File: src/rtl/acc_sequencer.sv
// acc_sequencer: command-driven write sequencer for an 8-bit latch accumulator.
// It accepts one op at a time over a valid/ready port. It presents the
// accumulator and the operand to an external ALU. It writes the result back
// through a setup / gate / hold sequence, repeating ops 1-5 count+1 times.
// Optional feature: define ACC_OVF_FLAG_EN to build the sticky overflow flag.
module acc_sequencer (
    input  logic       clk_i,
    input  logic       reset_i,
    input  logic       cmd_valid_i,
    output logic       cmd_ready_o,
    input  logic [2:0] cmd_op_i,
    input  logic [7:0] cmd_data_i,
    input  logic [3:0] cmd_count_i,
    input  logic [7:0] acc_q_i,
    output logic [7:0] acc_d_o,
    output logic       acc_en_o,
    output logic       acc_rst_o,
    output logic [7:0] alu_a_o,
    output logic [7:0] alu_b_o,
    output logic [2:0] alu_op_o,
    input  logic [7:0] alu_result_i,
    input  logic       alu_carry_i,
    output logic       busy_o,
    output logic       done_o,
    output logic       ovf_o
);

    localparam logic [2:0] OP_LOAD = 3'd0;
    localparam logic [2:0] OP_ADD  = 3'd1;
    localparam logic [2:0] OP_SUB  = 3'd2;
    localparam logic [2:0] OP_XOR  = 3'd5;
    localparam logic [2:0] OP_CLR  = 3'd6;
    localparam logic [2:0] OP_NOP  = 3'd7;

    typedef enum logic [2:0] {
        S_IDLE  = 3'd0,
        S_EXEC  = 3'd1,
        S_SETUP = 3'd2,
        S_WRITE = 3'd3,
        S_HOLD  = 3'd4,
        S_DONE  = 3'd5
    } state_t;

    state_t     state_q;
    logic [2:0] op_q;
    logic [7:0] operand_q;
    logic [3:0] remaining_q;
    logic [7:0] acc_d_q;
    logic       acc_en_q;
    logic       done_q;
    logic       busy_q;
    logic       ready_q;

    logic accept;
    logic op_is_arith;

    assign accept      = (state_q == S_IDLE) && cmd_valid_i;
    assign op_is_arith = (op_q >= OP_ADD) && (op_q <= OP_XOR);

    // Sequencer FSM; every output it drives is a register, so the latch gate
    // never glitches and reset clears the gate without waiting for a clock.
    always_ff @(posedge clk_i or posedge reset_i) begin
        if (reset_i) begin
            state_q     <= S_IDLE;
            op_q        <= 3'd0;
            operand_q   <= 8'h00;
            remaining_q <= 4'd0;
            acc_d_q     <= 8'h00;
            acc_en_q    <= 1'b0;
            done_q      <= 1'b0;
            busy_q      <= 1'b0;
            ready_q     <= 1'b1;
        end else begin
            acc_en_q <= 1'b0;
            done_q   <= 1'b0;
            case (state_q)
                S_IDLE: begin
                    if (accept) begin
                        op_q      <= cmd_op_i;
                        operand_q <= cmd_data_i;
                        busy_q    <= 1'b1;
                        ready_q   <= 1'b0;
                        if (cmd_op_i == OP_NOP) begin
                            remaining_q <= 4'd0;
                            done_q      <= 1'b1;
                            state_q     <= S_DONE;
                        end else if (cmd_op_i == OP_LOAD) begin
                            remaining_q <= 4'd0;
                            acc_d_q     <= cmd_data_i;
                            state_q     <= S_SETUP;
                        end else if (cmd_op_i == OP_CLR) begin
                            remaining_q <= 4'd0;
                            acc_d_q     <= 8'h00;
                            state_q     <= S_SETUP;
                        end else begin
                            remaining_q <= cmd_count_i;
                            state_q     <= S_EXEC;
                        end
                    end
                end
                S_EXEC: begin
                    // The ALU result is taken as-is; width truncation is the ALU's job.
                    acc_d_q <= alu_result_i;
                    state_q <= S_SETUP;
                end
                S_SETUP: begin
                    acc_en_q <= 1'b1;
                    state_q  <= S_WRITE;
                end
                S_WRITE: begin
                    state_q <= S_HOLD;
                end
                S_HOLD: begin
                    if (op_is_arith && (remaining_q != 4'd0)) begin
                        remaining_q <= remaining_q - 4'd1;
                        state_q     <= S_EXEC;
                    end else begin
                        done_q  <= 1'b1;
                        state_q <= S_DONE;
                    end
                end
                S_DONE: begin
                    busy_q  <= 1'b0;
                    ready_q <= 1'b1;
                    state_q <= S_IDLE;
                end
                default: begin
                    busy_q  <= 1'b0;
                    ready_q <= 1'b1;
                    state_q <= S_IDLE;
                end
            endcase
        end
    end

`ifdef ACC_OVF_FLAG_EN
    logic ovf_q;

    // Sticky overflow: set by a carry/borrow out of ADD or SUB, cleared by CLR.
    always_ff @(posedge clk_i or posedge reset_i) begin
        if (reset_i) begin
            ovf_q <= 1'b0;
        end else if ((state_q == S_EXEC) && ((op_q == OP_ADD) || (op_q == OP_SUB))
                     && alu_carry_i) begin
            ovf_q <= 1'b1;
        end else if (accept && (cmd_op_i == OP_CLR)) begin
            ovf_q <= 1'b0;
        end
    end

    assign ovf_o = ovf_q;
`else
    logic unused_carry;
    assign unused_carry = alu_carry_i;
    assign ovf_o        = 1'b0;
`endif

    assign cmd_ready_o = ready_q;
    assign busy_o      = busy_q;
    assign done_o      = done_q;
    assign acc_d_o     = acc_d_q;
    assign acc_en_o    = acc_en_q;
    assign acc_rst_o   = reset_i;
    assign alu_a_o     = acc_q_i;
    assign alu_b_o     = operand_q;
    assign alu_op_o    = op_q;

endmodule
File: config.mk
export PLATFORM = sky130hd
export DESIGN_NAME = acc_sequencer
export DESIGN_NICKNAME = d
export VERILOG_FILES = /design/src/rtl/acc_sequencer.sv
export SDC_FILE = /design/constraint.sdc
export NUM_CORES = 1
export LEC_CHECK = 0
export BUFFER_PORTS_ARGS = -buffer_cell sky130_fd_sc_hd__buf_2
export CAP_MARGIN = 20
export CORE_MARGIN = 2
export CORE_UTILIZATION = 46
export CTS_CLUSTER_SIZE = 12
export DETAILED_ROUTE_END_ITERATION = 10
export HOLD_SLACK_MARGIN = 0.08
export PLACE_DENSITY = 0.77
export SYNTH_ARGS = -nofsm -noshare
export SYNTH_HDL_FRONTEND = slang
export SYNTH_SLANG_ARGS = --single-unit
File: constraint.sdc
create_clock -name clk_i -period 2.1 [get_ports clk_i]
set_input_delay 0.42 -clock clk_i [delete_from_list [all_inputs] [get_ports clk_i]]
set_output_delay 0.42 -clock clk_i [all_outputs]
set_load 0.01 [all_outputs]
Yosys cells after proc, flatten, opt, wreduce, memory -nomap -nowiden

Index checks and enable logic that the tools add are counted.

Muxes and demuxes: 26
Reductions and logical operators: 13
Bitwise gates (word level): 1
Order comparisons: 2
Add/subtract/negate cells: 1
Equal/unequal tests: 10

Operator list:

| cell                                                               | number |
|---|---|
| 2-to-1 mux 8 bit                                                   | 4 |
| 2-to-1 mux 4 bit                                                   | 5 |
| one-hot mux 8 bit (2 select lines)                                 | 1 |
| one-hot mux 3 bit (5 select lines)                                 | 1 |
| == test 3 bit (second input constant)                              | 3 |
| 2-to-1 mux 3 bit                                                   | 3 |
| one-hot mux 4 bit (2 select lines)                                 | 1 |
| == test 3 x 2 -> 1 bit (second input constant)                     | 2 |
| zero test 3 bit                                                    | 2 |
| 2-to-1 mux 1 bit                                                   | 6 |
| != test 2 bit (second input constant)                              | 3 |
| one-hot mux 1 bit (2 select lines)                                 | 3 |
| 2-to-1 mux 2 bit                                                   | 2 |
| AND reduction 2 bit                                                | 2 |
| AND reduction 4 bit                                                | 1 |
| nonzero test 2 bit                                                 | 2 |
| nonzero test 4 bit                                                 | 1 |
| OR reduction 4 bit                                                 | 1 |
| subtractor 4 x 1 -> 4 bit (second input constant)                  | 1 |
| == test 3 x 1 -> 1 bit (second input constant)                     | 1 |
| greater-or-equal comparator 3 x 1 -> 1 bit (second input constant) | 1 |
| less-or-equal comparator 3 bit (second input constant)             | 1 |
| logical AND 1 bit                                                  | 3 |
| != test 3 x 1 -> 1 bit (second input constant)                     | 1 |
| 2 further kinds                                                    | 2 |

Bits of input ports: 35
Output and inout port bits: 33
Register bits after elaboration: 30
Word-level logic and storage cells: 62

Longest topological paths before layout

Depth after elaboration: 6
Mapped depth: 7
Mapped depth without buffers: 6

Worst setup path before layout

Ideal clock, no wire load.

Path kind: reg-to-reg
From: register remaining_q[0]
To: register remaining_q[2]
Cell stages (with the launch flop): 8
Data required time: 1979 ps
Library setup time: 121 ps
Path buffers: 1
Data arrival time: 1573 ps
Clock period less this slack: 1694 ps
Slack: 406 ps
Cells stage by stage: dfrtp_1 inv_1 ha_1 nor3b_1 a2111oi_4 or2_1 buf_6 a22o_1

Word-level cells in the longest chain between the ends: 4
Elaborated cells on any way between the ends: 7
Classes of those cells: add/sub: 1; eq/ne: 1; mux: 2; reduce/logical: 3

RTL lines:

| element                                                           | RTL line | RTL |
|---|---|---|
| start: declaration                                                | 47       | `logic [3:0] remaining_q;` |
| start signal: assignment                                          | 96       | `remaining_q <= cmd_count_i;` |
| start signal: assignment                                          | 115      | `remaining_q <= remaining_q - 4'd1;` |
| branches (longest 4 deep; another with subtractor 4 x 1 -> 4 bit) | n/a      |  |

Parallel ways; which one is timed is not known. The select of a mux whose other input is x is not followed.
A chain may end at the register's enable or synchronous reset.

Worst setup path after layout

From: register state_q[0]
To: register remaining_q[1]

Word-level cells in the longest chain between the ends: 4
Elaborated cells on any way between the ends: 8
Classes of those cells: eq/ne: 3; mux: 1; reduce/logical: 4

RTL lines:

| element                       | RTL line | RTL |
|---|---|---|
| start: declaration            | 44       | `state_t state_q;` |
| start signal: assignment      | 64       | `state_q <= S_IDLE;` |
| start signal: assignment      | 86       | `state_q <= S_DONE;` |
| start signal: assignment      | 90       | `state_q <= S_SETUP;` |
| zero test 3 bit               | 57, 76   |  |
| logical AND 1 bit             | 57       | `assign accept = (state_q == S_IDLE) && cmd_valid_i;` |
| != test 2 bit (no line)       | n/a      |  |
| AND reduction 3 bit (no line) | n/a      |  |

Several ways; a longest one is shown, not always the timed one.

==> reports/metrics.yaml <==
status:
  outcome: "completed"
route:
  finalWirelength_um: 3080
  antenna_violating_nets_post_route: 0
  num_vias: 1174
  dr.pass1.iters: 4
  wl_per_cell_um: 13.8
  detail_route.drc_violations: 0
  dr.first_iter.drc_count: 30
  route.detailed.vias_per_inst: 5.26
placed_design:
  pre_cts_slack_ns: 0.289
  detailedPlacementHpwl_um: 2370
  port-buffer-count: 49
  finalWeightedCongestion: 0.801
pwr:
  max-vdd-ir-drop_uv: 743
  total_leakage_power_nw: 0.843
  p_clk_frac: 0.124
  internal-power_mw: 1.54
  net_switching_share_of_the_total_power: 0.387
  cellPowerDensity_mw_per_mm2: 1410
  seqPwrFrac: 0.418
  power.share.combinational: 0.458
  switchingPower_uw: 974
setup_path:
  cp-startpoint: "state_q[0]$_DFFE_PP0P_"
  worst-path-max-fanout: 9
  worstPathArrival_ns: 2.10
  register_to_register_path_setup_slack_ns: 0.24
  critical_path.reg2reg.endpoint: "remaining_q[1]$_DFFE_PP0P_"
  worstSetupPathType: "register to register"
  end_kind: "register"
  worstReg2RegStart: "state_q[0]$_DFFE_PP0P_"
  setup.worst_path.start_class: "register"
  worst_ep_required_time_ns: 2.34
  endpoint: "remaining_q[1]$_DFFE_PP0P_"
  reg2regPathDepth: 4
die:
  core_area_sq_mm: 0.00310
  number_of_top_level_pins: 68
  dieHeight_um: 61.4
  die_width_um: 61.4
  initial_utilization: 0.488
  rows: 20
  die_area_sq_mm: 0.00377
timing:
  timing_max_transition_violations_final: 0
  rsz_0062_raised_after_global_routing: "no"
  post-route-min-period_ns: 1.86
  max_slew_margin: 0.614
  timing.final.crit_share: 0.886
  timing.final.setup_violations: 0
  timing.setup.tns_ns: 0
  hold_viol_final: 0
  timing.clock.skew_ns: 0.0103
  worst_slew_pin_slew_ns: 0.576
  final_setup_slack_of_the_worst_path_ns: 0.240
  achievable-frequency_mhz: 538
clock_tree:
  cts-hold-fix-buffers: 0
  clkLatencyLatePin_ns: 0.32
  clock_sinks: 30
  ctsLongestPathBuffers: 2
  cts_tree: "built"
  cts_buffers: 5
  path_clk_slew_ns: 0.09
  postCtsSetupRepairBufs: 0
  post_cts_resized: 0
  cts_root_buffer: "clkbuf_4"
  h-tree-depth: 2
yosys:
  synth_nets: 170
  synthDominantCellAreaShare: 0.479
  netlist.top_cell.by_area: "dfrtp_1"
  yosys_warnings: 0
  synth.top_cells.by_area: "dfrtp_1, mux2_2, buf_4, a22oi_1, o21ai_0"
  synthesis.area_sq_mm: 0.00152
  netlist_instances: 134
  postSynthRegisterBits: 30
  proportion_of_synthesized_chip_area_in_sequential_cells: 0.496
  netlist-cell-type-count: 38
  syn_avg_cell_area_sq_um: 11.3
cells_and_area:
  fin_util: 0.574
  area_growth_syn_to_layout_pct: 17.5
  antenna_cells_inserted: 0
  drive_above_1_share: 0.425
  filler_cell_count: 277
  nets: 214
hold_path:
  hold_path.class: "input pin to asynchronous set/reset pin"
grt:
  grt-ovfl-total: 0
  grt_antenna_before_repair: 0
  wire_length_of_the_first_global_routing_pass_um: 4910
  grt.total_usage: 0.184
  via_count_of_the_first_global_routing_pass: 1054
  maximum_number_of_pins_on_one_net_before_global_route_repair: 31
run:
  cap_viol_max_count: 0
-- cells by family after synthesis --
family | count (synthesis) | share of synthesized area
xor+xnor | 1 | 0.00578
flops | 30 | 0.496
simple gates | 28 | 0.115
other cells | 1 | 0.00247
buf+inv | 23 | 0.0950
fa+ha+maj | 1 | 0.00826
compound gates | 37 | 0.183
mux | 13 | 0.0950
-- power by group through the flow --
stage | sequential (mW) | combinational [mW] | clock, mW
after floorplan | 1.13 | 0.733 | 0
after global placement | 1.04 | 1.12 | 0
after detailed placement | 1.06 | 1.16 | 0
after CTS | 1.05 | 1.16 | 0.327
after global routing | 1.10 | 1.26 | 0.351
final | 1.05 | 1.15 | 0.312
-- registers in the layout, summed over array words and instances, names as in the netlist --
register / count
acc_d_o: 8
alu_b_o: 8
remaining_q: 4
alu_op_o: 3
state_q: 3
acc_en_o: 1
busy_o: 1
cmd_ready_o: 1
done_o: 1
-- routing by layer --
layer | up-vias | wire [um] | GRT usage
met5 | - | 0 | 0
met4 | 0 | 70 | 0.0790
met3 | 9 | 196 | 0.0567
met2 | 55 | 1460 | 0.278
met1 | 545 | 1350 | 0.246
li1 | 565 | - | -
-- area by class of cell --
| cell class | count | area, sq um | share of cell area |
|---|---|---|---|
| Clock buffer | 8 | 48.8 | 0.0274 |
| Inverter | 6 | 22.5 | 0.0126 |
| Multi-Input combinational cell | 81 | 619 | 0.348 |
| Timing Repair Buffer | 54 | 283 | 0.159 |
| Tap cell | 44 | 55.1 | 0.0309 |
| Sequential cell | 30 | 752 | 0.422 |
-- per-stage QoR --
step                cell area, sq um  std cells  hold WS (ns)  power, mW
floorplan                       1520        134         0.467       1.86
detailed placement              1730        215         0.468       2.22
finish                          1780        223         0.152       2.52
global route                    1780        223         0.170       2.71
global placement                1730        215         0.449       2.16
CTS                             1780        223         0.155       2.54
-- worst max-delay path, cell delays in order (launching register included) --
cell and delay [ns]:
dfrtp_1 0.50, or3b_4 0.48, a2111oi_4 0.34, or2_1 0.24
mux2i_1 0.21
-- how the worst min path moves through the flow --
stage                     slack [ns]                     from  cells past startpoint                 endpoint
after detailed placement        0.47   acc_d_o[0]$_DFFE_PP0P_                      2   acc_d_o[0]$_DFFE_PP0P_
after global routing            0.17                  reset_i                      3   acc_d_o[0]$_DFFE_PP0P_
after CTS                       0.16                  reset_i                      3   acc_d_o[7]$_DFFE_PP0P_
after floorplan                 0.47  cmd_ready_o$_DFFE_PP1P_                      2  cmd_ready_o$_DFFE_PP1P_
final                           0.15                  reset_i                      3   acc_d_o[7]$_DFFE_PP0P_
after global placement          0.45  cmd_ready_o$_DFFE_PP1P_                      2  cmd_ready_o$_DFFE_PP1P_
-- placed cells by master, fill, tap and decap left out, types with 3 or more instances in the layout --
master and instances:
nor2_1 3, o21ai_0 8, nand2_1 10, a21oi_1 3, buf_2 49, nor3_1 4, buf_4 5, a22oi_1 9
dfrtp_1 29, inv_1 6, mux2_2 11, clkbuf_4 5, clkbuf_1 3
-- synthesized netlist by cell type (all sizes together) --
master / number
a22o: 2
a21oi: 3
ha: 1
buf: 17
inv: 6
a211o: 1
nand2: 10
a32o: 2
a2111oi: 1
xnor2: 1
nand3: 1
nor2: 3
nor3: 4
a21boi: 1
or2: 1
conb: 1
a22oi: 9
nor4b: 1
o22ai: 2
o2bb2ai: 1
a41oi: 2
nor2b: 1
o21ai: 10
a21o: 1
dfrtp: 29
a211oi: 1
mux2: 11
nor3b: 4
and2: 2
mux2i: 2
or3b: 1
dfstp: 1
o31a: 1
(Power assumes the default switching activity.)
